**src/rtl/mem_pkg.sv**
```systemverilog
// Shared line/word geometry and FSM encoding for the word-to-line memory bridge.
package mem_pkg;
  localparam int LINE_BYTES = 16;
  localparam int WORD_BYTES = 4;
  localparam int LINE_W     = LINE_BYTES * 8;
  localparam int WORD_W     = WORD_BYTES * 8;
  localparam int LANES      = LINE_BYTES / WORD_BYTES;
  localparam int LANE_W     = $clog2(LANES);

  typedef enum logic [2:0] {
    IDLE,
    RADDR,
    RDATA,
    WRITE,
    WRESP,
    RESP
  } state_t;
endpackage

```
**src/rtl/word_lane_map.sv**
```systemverilog
// Maps one 32-bit word onto its lane of a 128-bit line (write replicate/strobe, read extract).
// Purely combinational, no backpressure.
module word_lane_map
  import mem_pkg::*;
(
  input  logic [LANE_W-1:0]     lane,
  input  logic [WORD_W-1:0]     wdata,
  input  logic [WORD_BYTES-1:0] wmask,
  input  logic [LINE_W-1:0]     line_rdata,
  output logic [LINE_W-1:0]     line_wdata,
  output logic [LINE_BYTES-1:0] line_strb,
  output logic [WORD_W-1:0]     word_rdata
);
  // Data goes to every lane; only the strobe picks the addressed word.
  assign line_wdata = {LANES{wdata}};
  assign line_strb  = LINE_BYTES'(wmask) << (lane * WORD_BYTES);
  assign word_rdata = line_rdata[lane * WORD_W +: WORD_W];
endmodule

```
**src/rtl/mem_req_bridge.sv**
```systemverilog
// Single-outstanding word request to AXI-Lite line bridge; read latency 3 cycles with a zero-wait slave.
// req_ready only in IDLE; response held until rsp_ready; AXI valids never depend on AXI readies.
module mem_req_bridge
  import mem_pkg::*;
#(
  parameter int ADDR_W = 16
) (
  input  logic         clk,
  input  logic         rst_n,
  input  logic         req_valid,
  output logic         req_ready,
  input  logic         req_we,
  input  logic [31:0]  req_addr,
  input  logic [31:0]  req_wdata,
  input  logic [3:0]   req_wmask,
  output logic         rsp_valid,
  input  logic         rsp_ready,
  output logic [31:0]  rsp_rdata,
  output logic [31:0]  readAddr_addr,
  output logic         readAddr_valid,
  input  logic         readAddr_ready,
  input  logic [127:0] readData_data,
  input  logic         readData_valid,
  output logic         readData_ready,
  output logic [31:0]  writeAddr_addr,
  output logic         writeAddr_valid,
  input  logic         writeAddr_ready,
  output logic [127:0] writeData_data,
  output logic [15:0]  writeData_strb,
  output logic         writeData_valid,
  input  logic         writeData_ready,
  input  logic [31:0]  writeResp_msg,
  input  logic         writeResp_valid,
  output logic         writeResp_ready
);
  state_t                    state, state_nxt;
  logic [ADDR_W-1:2]         addr_q;
  logic [WORD_W-1:0]         wdata_q;
  logic [WORD_BYTES-1:0]     wmask_q;
  logic [WORD_W-1:0]         rdata_q;
  logic                      aw_done, w_done;
  logic [31:0]               line_addr;
  logic [LINE_W-1:0]         line_wdata;
  logic [LINE_BYTES-1:0]     line_strb;
  logic [WORD_W-1:0]         lane_rdata;
  logic                      unused_bits;

  assign line_addr   = 32'({addr_q[ADDR_W-1:4], 4'b0000});
  assign unused_bits = ^{writeResp_msg, req_addr[31:ADDR_W], req_addr[1:0]};

  word_lane_map u_lane_map (
    .lane       (addr_q[3:2]),
    .wdata      (wdata_q),
    .wmask      (wmask_q),
    .line_rdata (readData_data),
    .line_wdata (line_wdata),
    .line_strb  (line_strb),
    .word_rdata (lane_rdata)
  );

  always_ff @(posedge clk) begin
    if (!rst_n) begin
      state   <= IDLE;
      addr_q  <= '0;
      wdata_q <= '0;
      wmask_q <= '0;
      rdata_q <= '0;
      aw_done <= 1'b0;
      w_done  <= 1'b0;
    end else begin
      state <= state_nxt;
      case (state)
        IDLE: if (req_valid) begin
          addr_q  <= req_addr[ADDR_W-1:2];
          wdata_q <= req_wdata;
          wmask_q <= req_wmask;
          aw_done <= 1'b0;
          w_done  <= 1'b0;
        end
        RDATA: if (readData_valid) rdata_q <= lane_rdata;
        WRITE: begin
          // Each channel retires independently so its valid drops after its own handshake.
          if (writeAddr_ready) aw_done <= 1'b1;
          if (writeData_ready) w_done  <= 1'b1;
        end
        WRESP: if (writeResp_valid) rdata_q <= '0;
        default: ;
      endcase
    end
  end

  always_comb begin
    state_nxt       = state;
    req_ready       = 1'b0;
    rsp_valid       = 1'b0;
    rsp_rdata       = '0;
    readAddr_valid  = 1'b0;
    readAddr_addr   = '0;
    readData_ready  = 1'b0;
    writeAddr_valid = 1'b0;
    writeAddr_addr  = '0;
    writeData_valid = 1'b0;
    writeData_data  = '0;
    writeData_strb  = '0;
    writeResp_ready = 1'b0;
    case (state)
      IDLE: begin
        req_ready = rst_n;
        if (req_valid && rst_n) state_nxt = req_we ? WRITE : RADDR;
      end
      RADDR: begin
        readAddr_valid = 1'b1;
        readAddr_addr  = line_addr;
        if (readAddr_ready) state_nxt = RDATA;
      end
      RDATA: begin
        readData_ready = 1'b1;
        if (readData_valid) state_nxt = RESP;
      end
      WRITE: begin
        if (!aw_done) begin
          writeAddr_valid = 1'b1;
          writeAddr_addr  = line_addr;
        end
        if (!w_done) begin
          writeData_valid = 1'b1;
          writeData_data  = line_wdata;
          writeData_strb  = line_strb;
        end
        if ((aw_done || writeAddr_ready) && (w_done || writeData_ready)) state_nxt = WRESP;
      end
      WRESP: begin
        writeResp_ready = 1'b1;
        if (writeResp_valid) state_nxt = RESP;
      end
      RESP: begin
        rsp_valid = 1'b1;
        rsp_rdata = rdata_q;
        if (rsp_ready) state_nxt = IDLE;
      end
      default: state_nxt = IDLE;
    endcase
  end
endmodule

```
**config.mk**
```make
export PLATFORM = sky130hd
export DESIGN_NAME = mem_req_bridge
export DESIGN_NICKNAME = d
export VERILOG_FILES = /design/src/rtl/mem_pkg.sv /design/src/rtl/word_lane_map.sv /design/src/rtl/mem_req_bridge.sv
export SDC_FILE = /design/constraint.sdc
export NUM_CORES = 1
export LEC_CHECK = 0
export CAP_MARGIN = 25
export CORE_AREA = 2 2 186 188
export DETAILED_ROUTE_END_ITERATION = 12
export DIE_AREA = 0 0 188 190
export PLACE_DENSITY = 0.5
export RECOVER_POWER = 50
export SLEW_MARGIN = 0
export SYNTH_ARGS = -nofsm -noshare
export SYNTH_HDL_FRONTEND = slang
export SYNTH_SLANG_ARGS = --single-unit
```
**constraint.sdc**
```tcl
create_clock -name clk -period 2.9 [get_ports clk]
set_input_delay 0.435 -clock clk [delete_from_list [all_inputs] [get_ports clk]]
set_output_delay 0.435 -clock clk [all_outputs]
set_load 0.1 [all_outputs]
```
# Word-level counts from Yosys, hierarchy flattened
# Index checks and enable logic that the tools add are counted.
# totals
regBits	87
output_inout_bits	247
# op_classes
eq_ne	14
n_shift	2
muxes	33
reduce_logical	12
# op_table
cell	n
two-way mux 128 bit	2
variable part select 128 x 8 -> 32 bit	1
two-way mux 32 bit	3
two-way mux 16 bit	5
one-hot mux 32 bit (2 select lines)	1
two-way mux 3 bit	6
inequality test 2 bit, second input constant	9
one-hot mux 3 bit (6 select lines)	1
left shift 4 x 4 -> 16 bit	1
two-way mux 1 bit	12
AND reduction 3 bit	3
equality test 3 x 2 -> 1 bit, second input constant	2
equality test 3 bit, second input constant	2
AND reduction 6 bit	1
one-hot mux 1 bit (2 select lines)	2
nonzero test 2 bit	2
equality test 3 x 1 -> 1 bit, second input constant	1
logical NOT 3 bit	1
logical AND 1 bit	2
logical OR 1 bit	2
two-way mux 2 bit	1
AND reduction 2 bit	1

# Logic depth before layout (Yosys ltp)
# Gate-level depths: netlist (run 1).
# depth
ltp_word	4
ltp_mapped	7

# Cells and area by module
# Synthesis (run 1) repeated with hierarchy kept, for this count alone.
# hier_totals
cells_unflattened	868
area_unflattened_um2	7150.6
# modules_own_cells
mod	instances	cells_each	area_per_inst_um2	seq_area_each_um2
mem_req_bridge	1	682	5282.6	1741.7
word_lane_map	1	186	1868.0	0.0

# Worst setup path after synthesis (run 1)
# OpenSTA, ideal clock, no wires.
# synth_timing
path_kind	register to output
startpoint	register addr_q[2] (netlist name)
endpoint	output port writeData_strb[0]
arrival_ns	3.702
required_ns	2.465
slack_ns	-1.237
path_stages_with_launch	5
cell_sequence	dfxtp_1 -> buf_6 -> buf_4 -> clkbuf_1 -> nor4_1
# synth_between
elab_chain_cells	3
# synth_rtl
element	line	text
start, declared	mem_req_bridge.sv:37	logic [ADDR_W-1:2] addr_q;
start signal, assigned	mem_req_bridge.sv:74	addr_q <= req_addr[ADDR_W-1:2];
left shift 4 x 4 -> 16 bit	word_lane_map.sv:16	assign line_strb = LINE_BYTES'(wmask) << (lane * WORD_BYTES);
two-way mux 16 bit	mem_req_bridge.sv:125	if (!w_done) begin
two-way mux 16 bit	mem_req_bridge.sv:106	case (state)
end, declared	mem_req_bridge.sv:29	output logic [15:0] writeData_strb,
# No other way between the ends.

# Worst setup path after layout (run 1)
# layout_timing
startpoint	register state[2]
endpoint	output port writeData_strb[15]
# layout_between
elab_chain_cells	2
# layout_rtl
element	line	text
start, declared	mem_req_bridge.sv:36	state_t state, state_nxt;
start signal, assigned	mem_req_bridge.sv:71	state <= state_nxt;
equality test 3 x 2 -> 1 bit	mem_req_bridge.sv:106	
two-way mux 16 bit	mem_req_bridge.sv:106	
# No other way between the ends.

==> impl_metrics.csv, run 1 <==
group,metric,value,unit
status,outcome,"complete, no violations",
timing,min_period,2770,ps
clocking,clk_latency,350,ps
placement,port_buffers,394,
timing,min_period_over_period,0.954,
drt,vias,5326,
floorplan,io-pin-count,485,
power_and_ir_drop,power,5.38,mW
timing,slew_headroom,0.383,
synth,synth-xor-area-share,0,
clocking,clk_pin_slew,70,ps
drt,drt-vias-per-instance,3.88,
synth,ys_seq_area_frac,0.298,
synth,synth.area.mux_share,0.140,
synth,synth_compound_area_frac,0.127,
worst_setup_path,worstPathArrival,2330,ps
worst_setup_path,r2r_cells,6,
worst_setup_path,cp_max_fo,34,
timing,holdWs,449,ps
global_routing,grt_pass1_wl,33400,um
synth,syn_area,0.00584,mm2
timing,worst_pin_slew,926,ps
timing,rsz0062_at_grt,"true",
synth,synth-warning-count,0,
drt,drt_iter0_markers,111,
synth,ys_types,36,
timing,finalSetupViolCount,0,
layout,fin_nets,1152,
synth,synth_cells,641,
worst_setup_path,crit_top_cell,"buf_12",
worst_setup_path,rr_endpoint,"wdata_q[18]$_SDFFE_PN0P_",
global_routing,grt_max_degree,48,
worst_hold_path,min_from,"wdata_q[5]$_SDFFE_PN0P_",
floorplan,initial_core_util,0.172,
layout,final_cell_mix,"205 x buf_12, 186 x clkdlybuf4s50_1, 107 x nand2_1, 85 x dfxtp_1, 44 x and2_0",
drt,drcViolationCount,0,
clocking,numCtsBuffers,9,
clocking,cts_root_buf,"clkbuf_16",
global_routing,overflow,0,
worst_setup_path,worstPathRequired,2470,ps
floorplan,die_area,0.0357,mm2
clocking,cts_max_path_buffers,2,
clocking,hold_buffers,0,
synth,synth_fa_ha_area_frac,0,
placement,place.gp.congestion,0.731,
clocking,tritoncts,"done",
job,cap_violations,0,
power_and_ir_drop,peakVddDrop,0.245,mV
power_and_ir_drop,cellLeakagePower,4.51,nW
timing,fmax,361,MHz
synth,ys_ff_latch,87,
worst_setup_path,r2r_start,"state[0]$_SDFFE_PN0P_",
global_routing,grt_use_total,0.121,
worst_setup_path,end_kind,"output pin",
worst_setup_path,rrSetupSlack,380,ps
clocking,htreeDepth,3,
floorplan,row_count,68,
global_routing,grt_pass1_vias,5515,
worst_setup_path,path_class,"flip-flop to output pin",
clocking,postCtsSetupBuffers,0,
timing,fin_skew,7.77,ps
synth,yosys.area_share.simple,0.210,
timing,finalMaxSlewViolations,0,
worst_setup_path,max_stage_delay,440,ps
floorplan,core,0.0339,mm2
layout,mostFrequentLayoutCell,"buf_12",
worst_hold_path,hp-class,"flip-flop to flip-flop",
worst_setup_path,critical-path-slowest-cell,"dfxtp_1",
worst_setup_path,start_kind,"flip-flop",
synth,avgSynthCellArea,9.12,um2
floorplan,die_h,190,um
layout,syn_to_final_growth,101,%
worst_hold_path,hold_depth,2,
power_and_ir_drop,p_per_area,459,mW/mm2
floorplan,die_x,188,um
placement,hpwl,17600,um
synth,synth_top_family_by_area,"buffers and inverters",
drt,wirelength,22400,um
worst_setup_path,path_cells,"and3b_1 -> nand2b_2 -> inv_2 -> buf_12 -> nand3_1 -> nor2_1 -> buf_12",
drt,ant_nets,0,
drt,wl_per_cell,16.3,um
global_routing,antenna_found_initial,1,
timing,finalHoldViolations,0,
worst_hold_path,whs_endpoint,"wdata_q[5]$_SDFFE_PN0P_",
layout,num_antenna_cells,0,
drt,drt_pass1_iterations,4,
clocking,cts_num_sinks,87,
layout,drive_gt1_frac,0.319,
-- repair_timing --
action                                 4_1_cts  5_1_grt
setup endpoints to repair                    0       81
endpoints found under the hold margin        0        0
resized for setup                            0       20
-- routing by layer --
| layer | global-route usage | part of all wire | up-vias |
|---|---|---|---|
| met2 | 0.225 | 0.52 | 235 |
| li1 | - | - | 2545 |
| met3 | 0.0395 | 0.080 | 14 |
| met5 | 0 | 0.00058 | - |
| met4 | 0.0276 | 0.010 | 2 |
| met1 | 0.134 | 0.39 | 2530 |
-- layout make-up --
class                           count  area, um2
Fill cell                        3329      22200
Sequential cell                    87       1740
Inverter                            6       22.5
Tap cell                          455        569
Clock inverter                      5       63.8
Multi-Input combinational cell    402       3000
Clock buffer                       11        253
Timing Repair Buffer              408       6080
-- cells in the mapped netlist (all sizes together) --
library cell	count	area, um2
dfxtp	87	1740
and3	21	131
nor2b	1	6.26
mux2i	2	20.0
nand2b	2	15.0
o22ai	1	6.26
o2bb2ai	1	8.76
inv	6	22.5
nand3b	3	22.5
a22o	32	280
nor3b	1	18.8
o21bai	1	11.3
nor2	11	43.8
clkbuf	25	95.1
a22oi	2	15.0
o211ai	2	15.0
and3b	2	17.5
nand3	2	10.0
mux4	32	800
nor3	1	10.0
a21oi	2	10.0
nor4b	2	30.0
and2	79	494
nor4	4	25.0
nand2	107	402
conb	1	3.75
buf	160	1190
a21boi	51	394
-- state kept, by name, summed over array words and instances, names as in the netlist --
register	count
w_done	1
state	3
aw_done	1
rdata_q	32
wmask_q	4
addr_q	14
wdata_q	32
-- report_power, final --
group | total (mW) | switching, mW | internal (mW)
clock | 1.28 | 0.558 | 0.725
combinational | 2.55 | 1.62 | 0.930
sequential | 1.55 | 0.156 | 1.39
-- worst max-delay path by stage --
stage,cells after the start,slack [ps],endpoint,startpoint
finish,7,130,writeData_strb[15],state[2]$_SDFFE_PN0P_
global route,7,-50,writeData_strb[12],state[2]$_SDFFE_PN0P_
CTS,7,50,writeData_strb[14],state[2]$_SDFFE_PN0P_
detailed placement,6,430,writeData_data[78],state[2]$_SDFFE_PN0P_
global placement,7,450,writeData_strb[12],state[2]$_SDFFE_PN0P_
floorplan,4,-100,writeData_strb[0],addr_q[2]$_SDFFE_PN0P_
-- cell families after synthesis --
| logic type | count (synthesis) |
|---|---|
| AND/OR/NAND/NOR | 236 |
| buffers and inverters | 191 |
| AO/OA/AOI/OAI | 92 |
| flip-flops | 87 |
| multiplexers | 34 |
| other | 1 |
-- metrics by stage --
stage	worst slack [ps]	area, um2	setup TNS [ps]	std cells	util
2_1_floorplan	-95.1	6030	-381	680	-
5_1_grt	-49.3	11700	-158	1374	0.345
4_1_cts	46.2	11700	0	1374	0.346
3_5_place_dp	434	11400	0	1358	0.337
3_3_place_gp	448	11400	0	1358	0.337
6_report	132	11700	0	1374	0.345
-- critical path, delay by kind of cell (launching register included) --
kind / cells / cell delay [ps]
buffers and inverters: 3 / 520
DFF: 1 / 440
and+or+nand+nor: 4 / 1010
No activity file was read; power rests on OpenSTA's default activity.
==> run 2: changes to the inputs <==
Settings changed: PLACE_DENSITY 0.5 to 0.51.
Clock period 2.9 ns to 2.4 ns, I/O delays scaled along.
==> run 2 against run 1 <==
Against the previous run: clock power grew 15%; highest routed layer unchanged; critical path type unchanged; utilization fell by 0.99 points; total power is 18% higher; first-iteration DRC count is 41% higher; die area is the same; hold slack worse by 95 ps; combinational power is 21% higher; sequential share of layout area increased by 0.44 points; worst setup slack gained 23 ps; non-clock buffer count up 5; sequential power increased by 17%; sequential cell count stayed put.
==> impl_metrics.csv, run 2 (synthesized netlist as in run 1, its figures left out) <==
group,metric,value,unit
drt,drt_iter0_markers,156,
global_routing,grt_use_total,0.121,
drt,drcViolationCount,0,
power_and_ir_drop,p_int,3.59,mW
floorplan,row_count,68,
power_and_ir_drop,p_per_area,559,mW/mm2
worst_setup_path,start_kind,"flip-flop",
clocking,cts_root_buf,"clkbuf_16",
power_and_ir_drop,p_sw,2.78,mW
status,outcome,"complete, no violations",
power_and_ir_drop,pwr-share-comb,0.485,
timing,fin_skew,11.8,ps
global_routing,met1_usage,0.132,
floorplan,die_x,188,um
power_and_ir_drop,p_clk_frac,0.231,
global_routing,grt-busiest-layer,"met2",
drt,wirelength,22300,um
timing,rsz0062_at_grt,"false",
timing,worst_pin_slew,737,ps
placement,port_buffers,394,
placement,hpwl,18000,um
timing,finalHoldViolations,0,
drt,drt-vias-per-instance,3.89,
timing,min_period,2240,ps
layout,multiInputGateArea,0.00301,mm2
layout,regArea,0.00174,mm2
placement,placed_cell_area,0.0116,mm2
layout,nFillCells,3398,
global_routing,antenna_found_initial,4,
worst_setup_path,end_kind,"output pin",
job,cap_violations,0,
floorplan,initial_core_util,0.172,
global_routing,overflow,0,
timing,finalSetupViolCount,0,
clocking,cts_num_sinks,87,
layout,drive_gt1_frac,0.347,
clocking,htreeDepth,3,
timing,slew_headroom,0.509,
floorplan,core,0.0339,mm2
floorplan,die_h,190,um
power_and_ir_drop,swShare,0.436,
global_routing,grt_max_degree,35,
clocking,tritoncts,"done",
layout,syn_to_final_growth,94.9,%
layout,design_area,0.0114,mm2
timing,fin_tns_setup,0,ps
clocking,clk_latency,350,ps
power_and_ir_drop,cellLeakagePower,4.50,nW
drt,drt_pass1_iterations,4,
timing,finalMaxSlewViolations,0,
drt,ant_nets,0,
clocking,numCtsBuffers,9,
clocking,clk_pin_slew,70,ps
worst_hold_path,hp-class,"primary input to flip-flop",
worst_setup_path,worstPathRequired,2040,ps
global_routing,grtUsageMet2,0.227,
clocking,cts_max_path_buffers,2,
power_and_ir_drop,peakVddDrop,0.323,mV
floorplan,io-pin-count,485,
global_routing,grt_pass1_vias,5551,
layout,reg_top3,"rdata_q x32, wdata_q x32, addr_q x14",
worst_setup_path,path_class,"flip-flop to output pin",
placement,place.gp.congestion,0.736,
drt,wl_per_cell,16.2,um
layout,mostFrequentLayoutCell,"clkdlybuf4s50_1",
timing,min_period_over_period,0.935,
drt,vias,5367,
worst_setup_path,worstPathArrival,1880,ps
layout,fin_util,0.336,
global_routing,grt_pass1_wl,33300,um
worst_setup_path,rrSetupSlack,400,ps
power_and_ir_drop,seq_power_share,0.284,
layout,fin_nets,1157,
layout,final_cell_mix,"186 x clkdlybuf4s50_1, 167 x buf_12, 107 x nand2_1, 85 x dfxtp_1, 51 x and2_2",
timing,fmax,446,MHz
global_routing,grt_use_met3,0.0386,
clocking,hold_buffers,0,
worst_setup_path,cp_max_fo,34,
floorplan,die_area,0.0357,mm2
-- run 2: cell count changes in the layout (fill, tap and decap cells not counted), sizes merged --
| cell | change |
|---|---|
| clkbuf | +12 |
| clkinvlp | -1 |
| diode | +1 |
| clkinv | +3 |
| buf | -9 |
-- run 2: timing repair --
| item | in CTS | in global routing |
|---|---|---|
| buffers inserted | 0 | 0 |
| gates resized for setup | 3 | 0 |
| setup endpoints to repair | 97 | 0 |
-- run 2: area by class of cell --
| type | count | share of cell area |
|---|---|---|
| flip-flops and latches | 87 | 0.153 |
| well taps | 455 | 0.0500 |
| clock buffers | 9 | 0.0198 |
| multi-input cells | 402 | 0.264 |
| clock inverters | 7 | 0.00626 |
| repair buffers | 413 | 0.504 |
| diodes | 1 | 0.000220 |
| inverters | 6 | 0.00198 |
-- run 2: layer usage --
| layer | routed length (um) | share of wire |
|---|---|---|
| met3 | 1730 | 0.077 |
| met4 | 271 | 0.012 |
| met2 | 11900 | 0.53 |
| met5 | 34 | 0.0015 |
| met1 | 8410 | 0.38 |
-- run 2: through the flow --
stage | cells | setup slack (ps) | power [mW] | hold WS (ps)
2_1_floorplan | 680 | -520 | 4.10 | 430
3_3_place_gp | 1363 | 211 | 5.15 | 437
3_5_place_dp | 1363 | 194 | 5.17 | 441
4_1_cts | 1379 | 57.5 | 6.72 | 332
5_1_grt | 1379 | 25.2 | 6.77 | 375
6_report | 1380 | 156 | 6.37 | 354
-- run 2: worst paths after layout --
check                                              start                       end  depth (start not counted)
worst min register to register  wdata_q[15]$_SDFFE_PN0P_  wdata_q[15]$_SDFFE_PN0P_                          2
worst max-delay path               state[2]$_SDFFE_PN0P_        writeData_data[94]                          6
worst min-delay path                               rst_n      aw_done$_SDFFE_PN0P_                          3
worst max register to register     state[0]$_SDFFE_PN0P_   wmask_q[3]$_SDFFE_PN0P_                          6
-- run 2: worst max-delay path: stages (launching register included) --
cell	delay, ps
dfxtp_1	310
and3b_2	290
nand2b_4	130
inv_2	90
buf_12	170
and2_2	280
buf_6	260
-- run 2: power by group through the flow --
stage,clock (mW),combinational (mW),sequential (mW)
finish,1.47,3.09,1.81
global route,1.62,3.31,1.84
CTS,1.56,3.34,1.82
detailed placement,0,3.32,1.85
global placement,0,3.31,1.84
floorplan,0,2.30,1.80
==> run 3: changes to the inputs <==
Settings changed: CAP_MARGIN 25 to 20.
==> results of run 3 <==
Final layout, timing and power as in run 2 (identical DEF).
